$ cat config.mk
export PLATFORM = sky130hd
export DESIGN_NAME = pio_arbiter_flat
export DESIGN_NICKNAME = d
export VERILOG_FILES = /design/src/rtl/pio_arbiter_pkg.sv /design/src/rtl/pio_arbiter_if.sv /design/src/rtl/pio_arbiter_rr_grant.sv /design/src/rtl/pio_arbiter.sv /design/src/flat_wrapper.sv
export SDC_FILE = /design/constraint.sdc
export NUM_CORES = 1
export LEC_CHECK = 0
export BUFFER_PORTS_ARGS = -buffer_cell sky130_fd_sc_hd__buf_4
export CORE_MARGIN = 4
export CORE_UTILIZATION = 44
export DETAILED_ROUTE_END_ITERATION = 12
export HOLD_SLACK_MARGIN = 0.12
export PLACE_DENSITY = 0.81
export SYNTH_ARGS = -nofsm -noshare
export SYNTH_HDL_FRONTEND = slang
export SYNTH_HIERARCHICAL = 1
export SYNTH_SLANG_ARGS = --single-unit
$ cat constraint.sdc
create_clock -name iCLK -period 3.65 [get_ports iCLK]
set_input_delay 0.365 -clock iCLK [delete_from_list [all_inputs] [get_ports iCLK]]
set_output_delay 0.365 -clock iCLK [all_outputs]
set_load 0.005 [all_outputs]
$ cat src/rtl/pio_arbiter_pkg.sv
// Shared types and helpers for the PIO register-port arbiter.
package pio_arbiter_pkg;

  typedef enum logic [1:0] {
    IDLE   = 2'd0,
    ISSUE  = 2'd1,
    RDWAIT = 2'd2
  } state_e;

  // The PIO returns registered read data one cycle after its read strobe.
  localparam int unsigned cSLAVE_LATENCY = 1;
  localparam int unsigned cMAX_MASTERS   = 8;

  // One-hot round-robin pick: first set bit after 'last', wrapping modulo n.
  function automatic logic [cMAX_MASTERS-1:0] next_rr(input logic [cMAX_MASTERS-1:0] req,
                                                      input int unsigned last,
                                                      input int unsigned n);
    int unsigned idx;
    next_rr = '0;
    for (int unsigned i = 1; i <= n; i++) begin
      idx = (last + i) % n;
      if (req[idx] && (next_rr == '0)) next_rr[idx] = 1'b1;
    end
  endfunction

endpackage

$ cat src/rtl/pio_arbiter_if.sv
// Master-side Avalon-MM bundle plus PIO-side strobes for pio_arbiter.
interface pio_arbiter_if #(
  parameter int unsigned pMASTERS   = 4,
  parameter int unsigned pADDR_BITS = 4,
  parameter int unsigned pDATA_BITS = 32
);
  logic [pMASTERS*pADDR_BITS-1:0] iM_ADDRESS;
  logic [pMASTERS-1:0]            iM_WRITE;
  logic [pMASTERS-1:0]            iM_READ;
  logic [pMASTERS*pDATA_BITS-1:0] iM_WRITE_DATA;
  logic [pMASTERS-1:0]            oM_WAIT_REQUEST;
  logic [pMASTERS-1:0]            oM_READ_VALID;
  logic [pDATA_BITS-1:0]          oM_READ_DATA;
  logic [pADDR_BITS-1:0]          oADDRESS;
  logic                           oWRITE;
  logic                           oREAD;
  logic [pDATA_BITS-1:0]          oWRITE_DATA;
  logic [pDATA_BITS-1:0]          iREAD_DATA;

  // Arbiter's view: slave to the masters, driver of the PIO port.
  modport slave (
    input  iM_ADDRESS, iM_WRITE, iM_READ, iM_WRITE_DATA, iREAD_DATA,
    output oM_WAIT_REQUEST, oM_READ_VALID, oM_READ_DATA,
    output oADDRESS, oWRITE, oREAD, oWRITE_DATA
  );

  // Environment's view: the requesting masters and the PIO itself.
  modport master (
    output iM_ADDRESS, iM_WRITE, iM_READ, iM_WRITE_DATA, iREAD_DATA,
    input  oM_WAIT_REQUEST, oM_READ_VALID, oM_READ_DATA,
    input  oADDRESS, oWRITE, oREAD, oWRITE_DATA
  );
endinterface

$ cat src/rtl/pio_arbiter_rr_grant.sv
// Combinational round-robin grant: rotate requests past the last grant, pick the
// lowest set bit, rotate the index back.
module rr_grant #(
  parameter int unsigned pN = 4
) (
  input  logic [pN-1:0]          iReq,
  input  logic [$clog2(pN)-1:0]  iLast,
  output logic [pN-1:0]          oGrant,
  output logic [$clog2(pN)-1:0]  oGrantIdx
);
  localparam int unsigned cIDX_BITS = $clog2(pN);

  logic [2*pN-1:0] doubled;
  logic [pN-1:0]   rotated;
  logic            found;
  int              offset;
  int              sum;

  always_comb begin
    doubled = {iReq, iReq};
    rotated = pN'(doubled >> (int'(iLast) + 1));
    found   = 1'b0;
    offset  = 0;
    for (int i = 0; i < int'(pN); i++) begin
      if (!found && rotated[i]) begin
        found  = 1'b1;
        offset = i;
      end
    end
    sum = int'(iLast) + 1 + offset;
    if (sum >= int'(pN)) sum = sum - int'(pN);
    oGrantIdx = found ? cIDX_BITS'(sum) : '0;
    oGrant    = '0;
    if (found) oGrant[oGrantIdx] = 1'b1;
  end

endmodule

$ cat src/rtl/pio_arbiter.sv
// Round-robin arbiter sharing one single-cycle PIO register port among several
// Avalon-MM masters; one whole transfer at a time, all outputs registered.
module pio_arbiter
  import pio_arbiter_pkg::*;
#(
  parameter int unsigned pMASTERS   = 4,
  parameter int unsigned pADDR_BITS = 4,
  parameter int unsigned pDATA_BITS = 32
) (
  input logic          iCLK,
  input logic          iRESETn,
  pio_arbiter_if.slave bus
);
  localparam int unsigned cIDX_BITS = $clog2(pMASTERS);

  logic [pMASTERS-1:0]   req;
  logic [pMASTERS-1:0]   grantOneHot;
  logic [cIDX_BITS-1:0]  grantIdx;

  state_e                state;
  logic [cIDX_BITS-1:0]  lastGrant;  // also the owner of the transfer in flight
  logic [pMASTERS-1:0]   waitReq;
  logic [pMASTERS-1:0]   readValid;
  logic [pDATA_BITS-1:0] readData;
  logic [pADDR_BITS-1:0] address;
  logic [pDATA_BITS-1:0] writeData;
  logic                  write;
  logic                  read;

  assign req = bus.iM_WRITE | bus.iM_READ;

  rr_grant #(
    .pN(pMASTERS)
  ) uGrant (
    .iReq     (req),
    .iLast    (lastGrant),
    .oGrant   (grantOneHot),
    .oGrantIdx(grantIdx)
  );

  always_ff @(posedge iCLK or negedge iRESETn) begin
    if (!iRESETn) begin
      state     <= IDLE;
      lastGrant <= cIDX_BITS'(pMASTERS - 1);
      waitReq   <= '1;
      readValid <= '0;
      readData  <= '0;
      address   <= '0;
      writeData <= '0;
      write     <= 1'b0;
      read      <= 1'b0;
    end else begin
      write     <= 1'b0;
      read      <= 1'b0;
      readValid <= '0;
      waitReq   <= '1;
      unique case (state)
        IDLE: begin
          if (|req) begin
            lastGrant <= grantIdx;
            address   <= bus.iM_ADDRESS[grantIdx*pADDR_BITS +: pADDR_BITS];
            writeData <= bus.iM_WRITE_DATA[grantIdx*pDATA_BITS +: pDATA_BITS];
            // Write wins when a master raises both strobes.
            write     <= bus.iM_WRITE[grantIdx];
            read      <= !bus.iM_WRITE[grantIdx];
            waitReq   <= ~grantOneHot;
            state     <= ISSUE;
          end
        end
        ISSUE: state <= write ? IDLE : RDWAIT;
        RDWAIT: begin
          readData             <= bus.iREAD_DATA;
          readValid[lastGrant] <= 1'b1;
          state                <= IDLE;
        end
        default: state <= IDLE;
      endcase
    end
  end

  assign bus.oM_WAIT_REQUEST = waitReq;
  assign bus.oM_READ_VALID   = readValid;
  assign bus.oM_READ_DATA    = readData;
  assign bus.oADDRESS        = address;
  assign bus.oWRITE_DATA     = writeData;
  assign bus.oWRITE          = write;
  assign bus.oREAD           = read;

endmodule

$ cat src/flat_wrapper.sv
// flat-port wrapper written by rule: the top's interface ports become plain ports
module pio_arbiter_flat import pio_arbiter_pkg::*;
#(
  parameter int unsigned pMASTERS   = 4,
  parameter int unsigned pADDR_BITS = 4,
  parameter int unsigned pDATA_BITS = 32
)
  (iCLK, iRESETn, bus_iM_ADDRESS, bus_iM_WRITE, bus_iM_READ, bus_iM_WRITE_DATA, bus_iREAD_DATA, bus_oM_WAIT_REQUEST, bus_oM_READ_VALID, bus_oM_READ_DATA, bus_oADDRESS, bus_oWRITE, bus_oREAD, bus_oWRITE_DATA);
  pio_arbiter_if #(.pMASTERS(pMASTERS), .pADDR_BITS(pADDR_BITS), .pDATA_BITS(pDATA_BITS)) bus_i ();
  input logic iCLK;
  input logic iRESETn;
  input wire logic [$bits(bus_i.iM_ADDRESS)-1:0] bus_iM_ADDRESS;
  input wire logic [$bits(bus_i.iM_WRITE)-1:0] bus_iM_WRITE;
  input wire logic [$bits(bus_i.iM_READ)-1:0] bus_iM_READ;
  input wire logic [$bits(bus_i.iM_WRITE_DATA)-1:0] bus_iM_WRITE_DATA;
  input wire logic [$bits(bus_i.iREAD_DATA)-1:0] bus_iREAD_DATA;
  output wire logic [$bits(bus_i.oM_WAIT_REQUEST)-1:0] bus_oM_WAIT_REQUEST;
  output wire logic [$bits(bus_i.oM_READ_VALID)-1:0] bus_oM_READ_VALID;
  output wire logic [$bits(bus_i.oM_READ_DATA)-1:0] bus_oM_READ_DATA;
  output wire logic [$bits(bus_i.oADDRESS)-1:0] bus_oADDRESS;
  output wire logic [$bits(bus_i.oWRITE)-1:0] bus_oWRITE;
  output wire logic [$bits(bus_i.oREAD)-1:0] bus_oREAD;
  output wire logic [$bits(bus_i.oWRITE_DATA)-1:0] bus_oWRITE_DATA;
  assign bus_i.iM_ADDRESS = bus_iM_ADDRESS;
  assign bus_i.iM_WRITE = bus_iM_WRITE;
  assign bus_i.iM_READ = bus_iM_READ;
  assign bus_i.iM_WRITE_DATA = bus_iM_WRITE_DATA;
  assign bus_i.iREAD_DATA = bus_iREAD_DATA;
  assign bus_oM_WAIT_REQUEST = bus_i.oM_WAIT_REQUEST;
  assign bus_oM_READ_VALID = bus_i.oM_READ_VALID;
  assign bus_oM_READ_DATA = bus_i.oM_READ_DATA;
  assign bus_oADDRESS = bus_i.oADDRESS;
  assign bus_oWRITE = bus_i.oWRITE;
  assign bus_oREAD = bus_i.oREAD;
  assign bus_oWRITE_DATA = bus_i.oWRITE_DATA;
  pio_arbiter #(.pMASTERS(pMASTERS), .pADDR_BITS(pADDR_BITS), .pDATA_BITS(pDATA_BITS)) u_core (.iCLK(iCLK), .iRESETn(iRESETn), .bus(bus_i));
endmodule
==> results of run 1 <==
==> cell usage after synthesis (3+ instances only) <==
master,count,area (µm²)
inv_1,3,11.26
mux4_2,34,765.7
clkbuf_1,3,11.26
dfstp_2,6,157.7
nor2_1,7,26.28
mux2i_1,4,40.04
buf_6,8,90.09
nor2b_1,4,25.02
mux2_2,37,416.7
mux2_4,34,510.5
mux4_1,3,78.83
buf_2,6,30.03
nor3_1,3,15.01
nand2_1,12,45.04
nor3b_1,4,30.03
dfrtp_1,76,1902
==> worst register-to-register path, stage by stage, from the launching register on <==
cell,delay [ns]
dfstp_2,0.68
nand2_1,0.11
o22ai_1,0.18
nand2_1,0.07
o211ai_1,0.10
ha_1,0.19
xor2_1,0.23
xnor2_1,0.15
nor2_1,0.11
mux2_4,0.52
mux4_2,0.44
mux2_4,0.28
==> power by group through the flow <==
stage | clock network, mW | registers, mW | logic, mW
3_5_place_dp | 0 | 1.69 | 4.03
5_1_grt | 0.712 | 1.74 | 4.29
4_1_cts | 0.672 | 1.68 | 4.05
6_report | 0.651 | 1.68 | 4.01
2_1_floorplan | 0 | 1.66 | 2.73
3_3_place_gp | 0 | 1.67 | 3.94
==> how the worst max path moves through the flow <==
stage / from / to / slack [ns] / depth (start not counted)
CTS: u_core/lastGrant[0]$_DFFE_PN1P_ / u_core/bus.oADDRESS[0]$_DFFE_PN0P_ / 0.49 / 9
global route: u_core/lastGrant[0]$_DFFE_PN1P_ / u_core/bus.oADDRESS[0]$_DFFE_PN0P_ / 0.19 / 9
floorplan: bus_iM_READ[1] / u_core/bus.oWRITE_DATA[15]$_DFFE_PN0P_ / 0.32 / 15
detailed placement: bus_iM_READ[3] / u_core/bus.oWRITE_DATA[17]$_DFFE_PN0P_ / 0.22 / 14
finish: u_core/lastGrant[0]$_DFFE_PN1P_ / u_core/bus.oADDRESS[0]$_DFFE_PN0P_ / 0.48 / 11
global placement: bus_iM_READ[3] / u_core/bus.oADDRESS[0]$_DFFE_PN0P_ / 0.30 / 12
==> cell families (layout without fill, tap and decap cells) <==
family          Yosys count  count (layout)  share of synthesized area (%)
compound gates           10              10                          2.452
xor+xnor                  3               3                         0.5987
fa+ha+maj                 1               1                         0.2850
buf+inv                  23             294                          3.706
flops                    82              82                          46.92
mux                     112             112                          41.28
simple gates             39              39                          4.761
==> final cells by class <==
cell class / count / share of cell area [%]
clock buffers: 12 / 2.176
clock inverters: 4 / 0.7689
inverters: 4 / 0.2251
multi-input cells: 165 / 32.63
flip-flops and latches: 82 / 30.87
well taps: 133 / 2.494
repair buffers: 274 / 30.83
==> state kept, by name, indices dropped and copies added, names as in the netlist <==
name,flops
u_core/bus.oADDRESS,4
u_core/bus.oM_READ_DATA,32
u_core/bus.oREAD,1
u_core/state,2
u_core/bus.oM_READ_VALID,4
u_core/bus.oWRITE_DATA,32
u_core/bus.oWRITE,1
u_core/lastGrant,2
u_core/bus.oM_WAIT_REQUEST,4
==> layer usage <==
metal,wire length (µm),GRT usage (%)
met4,315,8.476
met3,989,5.879
met1,5262,28.75
met5,0,0
met2,7341,40.05
==> stage by stage <==
step / cells / setup WS (ns) / cell area [µm²]
4_1_cts: 674 / 0.4856 / 6671
6_report: 674 / 0.4788 / 6671
3_5_place_dp: 658 / 0.2163 / 6475
3_3_place_gp: 658 / 0.3029 / 6475
2_1_floorplan: 270 / 0.3238 / 4389
5_1_grt: 674 / 0.1903 / 6671
==> flow_summary.yaml, run 1 <==
clock_network:
  cts-hold-fix-buffers: 0
  cts_setup_buffers: 0
  h-tree-depth: 3
  tritoncts: "done"
  cts-buffers-inserted: 9
  cts_buffer_depth: 2
  cts_resized: 0
  root_buffer: "clkbuf_8"
  clock_latency_ns: 0.35
  path_clk_slew_ns: 0.08
  cts_sinks: 82
global_routing:
  grt.overflow.total: 0
  antenna_found_initial: 0
  grt_pass1_wl_um: 20380
  grt_pass1_vias: 3545
  grt_max_degree: 83
  grtUsageTotal_pct: 23.44
timing:
  final.setup.tns_ns: 0
  rsz0062_at_grt: "false"
  fmax_mhz: 315.3
  skew_ns: 0.004260
  hold_violations: 0
  post-route-min-period_ns: 3.171
  setup-violations-final: 0
  tightestPinTransition_ns: 1.060
  hold_ws_ns: 0.1828
  slew_headroom_pct: 29.37
  maxSlewViolCount: 0
  period_share_pct: 86.88
routing:
  antenna_left: 0
  vias: 3445
  drt-total-wl_um: 13910
  drt-pass1-iter-count: 4
  drtIter0Drc: 145
  post_drt_wl_per_cell_um: 20.63
  route.detailed.drc: 0
  vias_per_cell: 5.111
die:
  fp.dieW_um: 107.9
  start_util_pct: 45.11
  rows: 36
  dieArea_um2: 11640
  io_pins: 264
  dieHeight_um: 107.9
  core-area_um2: 9729
worst_setup_path:
  critPathLaunchType: "flip-flop"
  end_kind: "flip-flop"
  crit_family: "multiplexers"
  r2r_setup_slack_ns: 0.48
  rr_worst_depth: 11
  crit_slowest_cell: "dfstp_2"
  reg2reg_to: "u_core/bus.oADDRESS[0]$_DFFE_PN0P_"
  crit_path_max_incr_delay_ns: 0.68
  cp.arrival_ns: 3.41
  path_buf_inv: 0
  critical_path_class: "reg2reg"
  crit_required_ns: 3.88
  crit_chain: "nand2_1 > o22ai_1 > nand2_1 > o211ai_1 > ha_1 > xor2_1 > xnor2_1 > nor2_1 > mux2_4 > mux4_2 > mux2_4"
  r2r-start: "u_core/lastGrant[0]$_DFFE_PN1P_"
  cp_max_fo: 38
layout:
  syn_to_final_growth_pct: 52.00
  multi_input_area_um2: 2177
  final_common_cell: "buf_4"
  layout.nets: 723
  final_cell_mix: "buf_4 (274), dfrtp_1 (76), mux2_2 (37)"
  regArea_um2: 2059
  fill_cells: 728
  drive_gt1_share_pct: 75.42
  antenna_cells: 0
  final_util_pct: 68.57
power:
  ir_drop_mv: 0.9706
  leakagePower_nw: 3.216
  comb_power_share_pct: 63.3
  internal_power_mw: 4.184
  power_frac_seq_pct: 26.4
  p_per_area_nw_per_um2: 950.4
  clockPowerShare_pct: 10.3
  fin_total_pwr_mw: 6.340
  swShare_pct: 34.01
  power.switching_mw: 2.156
logic_synthesis:
  avgSynthCellArea_um2: 16.26
  synth-seq-area-share_pct: 46.92
  syn-num-nets: 457
  synth_area_um2: 4389
  yosys_warnings: 6
  synth.ff_latch_count: 82
  synth_edf_count: 0
  synthArstFlopShare_pct: 100.0
  synth_cells: 270
  synth.distinct_cells: 39
  synth-main-ff-cell: "dfrtp_1"
placed_design:
  io_buffers: 263
  gp_congestion: 0.8196
  dp_hpwl_um: 11120
run_status:
  status: "finished, final reports clean"
job:
  cap_violations: 0
min_path:
  hp-class: "in2async"
(Power assumes the default switching activity.)
==> inputs of run 2 (changes only) <==
- CORE_UTILIZATION: 44 -> 45
- CTS_BUF_LIST: unset -> sky130_fd_sc_hd__clkbuf_8
- PLACE_DENSITY: 0.81 -> 0.83
==> flow_summary.yaml, run 2 (same netlist as run 1, synthesis figures left out) <==
timing:
  rsz0062_at_grt: "false"
  period_share_pct: 85.56
  final.setup.tns_ns: 0
  maxSlewViolCount: 0
  post-route-min-period_ns: 3.123
  setup_ws_ns: 0.5271
  slew_headroom_pct: 30.85
  tightestPinTransition_ns: 1.037
  fmax_mhz: 320.2
  hold_ws_ns: 0.1928
  hold_violations: 0
  skew_ns: 0.008118
  setup-violations-final: 0
routing:
  route.detailed.drc: 0
  vias_per_cell: 5.078
  drt-total-wl_um: 13970
  drt-pass1-iter-count: 4
  antenna_left: 0
  post_drt_wl_per_cell_um: 21.04
  drtIter0Drc: 174
  vias: 3372
global_routing:
  grt_pass1_wl_um: 20330
  antenna_found_initial: 0
  grt_max_degree: 83
  grt_pass1_vias: 3600
  grtUsageTotal_pct: 23.70
  grt.overflow.total: 0
die:
  rows: 35
  start_util_pct: 46.84
  fp.dieW_um: 106.8
  io_pins: 264
  dieHeight_um: 106.8
  core-area_um2: 9371
  dieArea_um2: 11400
layout:
  regArea_um2: 2059
  fin_area_um2: 6633
  final_cell_mix: "buf_4 (267), dfrtp_1 (76), mux2_2 (37)"
  antenna_cells: 0
  fill_cells: 699
  syn_to_final_growth_pct: 51.11
  final_util_pct: 70.77
  layout.nets: 717
  drive_gt1_share_pct: 75.33
  stdcell_count: 664
  final_common_cell: "buf_4"
  multi_input_area_um2: 2177
clock_network:
  cts_buffer_depth: 2
  clock_latency_ns: 0.35
  cts_resized: 0
  path_clk_slew_ns: 0.09
  cts-buffers-inserted: 9
  root_buffer: "clkbuf_8"
  h-tree-depth: 3
  cts_setup_buffers: 0
  tritoncts: "done"
  cts-hold-fix-buffers: 0
  cts_sinks: 82
power:
  p_per_area_nw_per_um2: 941.8
  ir_drop_mv: 0.7467
  fin_total_pwr_mw: 6.247
  leakagePower_nw: 3.191
worst_setup_path:
  critPathLaunchType: "flip-flop"
  critical_path_class: "reg2reg"
  cp_max_fo: 38
  cp.arrival_ns: 3.35
  end_kind: "flip-flop"
  setup.worst_path.start: "u_core/lastGrant[0]$_DFFE_PN1P_"
  r2r-start: "u_core/lastGrant[0]$_DFFE_PN1P_"
  crit_required_ns: 3.88
placed_design:
  dp_hpwl_um: 10990
  io_buffers: 263
  placed_area_um2: 6437
  pre_cts_slack_ns: 0.2926
  dp_cells: 648
  gp_congestion: 0.8634
job:
  cap_violations: 0
min_path:
  hp-class: "in2async"
run_status:
  status: "finished, final reports clean"
## run 2: layer usage
metal  GRT usage [%]  vias to the layer above  routed length, µm
met5               0                        -                  0
met4           10.68                        0                401
met2           42.18                      120               7555
met3           4.154                       27                814
met1           27.93                     1686               5202
li1                -                     1539                  -
## run 2: path summary, 6_finish.rpt
kind                                                           end  slack, ns  cells past startpoint
hold reg to reg                        u_core/state[1]$_DFFE_PN0P_       0.49                      1
min in group iCLK          u_core/bus.oM_READ_DATA[18]$_DFFE_PN0P_       0.24                      2
max in group asynchronous   u_core/bus.oWRITE_DATA[10]$_DFFE_PN0P_       2.79                      1
hold / removal             u_core/bus.oM_READ_DATA[26]$_DFFE_PN0P_       0.19                      1
setup / recovery            u_core/bus.oWRITE_DATA[25]$_DFFE_PN0P_       0.53                     11
setup reg to reg            u_core/bus.oWRITE_DATA[25]$_DFFE_PN0P_       0.53                     11
## run 2: report_power, final
part / total, mW / internal, mW / switching, mW
clock: 0.649 / 0.315 / 0.334
sequential: 1.68 / 1.39 / 0.290
combinational: 3.92 / 2.40 / 1.51
## run 2: area by class of cell
class | count | share of cell area, %
clock buffer | 9 | 1.868
clock inverter | 7 | 1.075
multi-input combinational | 165 | 32.82
inverter | 4 | 0.2264
tap | 129 | 2.434
sequential | 82 | 31.05
timing repair buffer | 268 | 30.52
## run 2: worst max-delay path, stage by stage (launching register included)
cell and delay [ns]:
dfstp_2 0.67, inv_1 0.09, o211a_1 0.11, a21oi_1 0.11, o211ai_1 0.10, ha_1 0.20
xor2_1 0.22, xor2_1 0.14, nor2_1 0.11, mux2_4 0.53, mux4_2 0.42, mux2_4 0.28
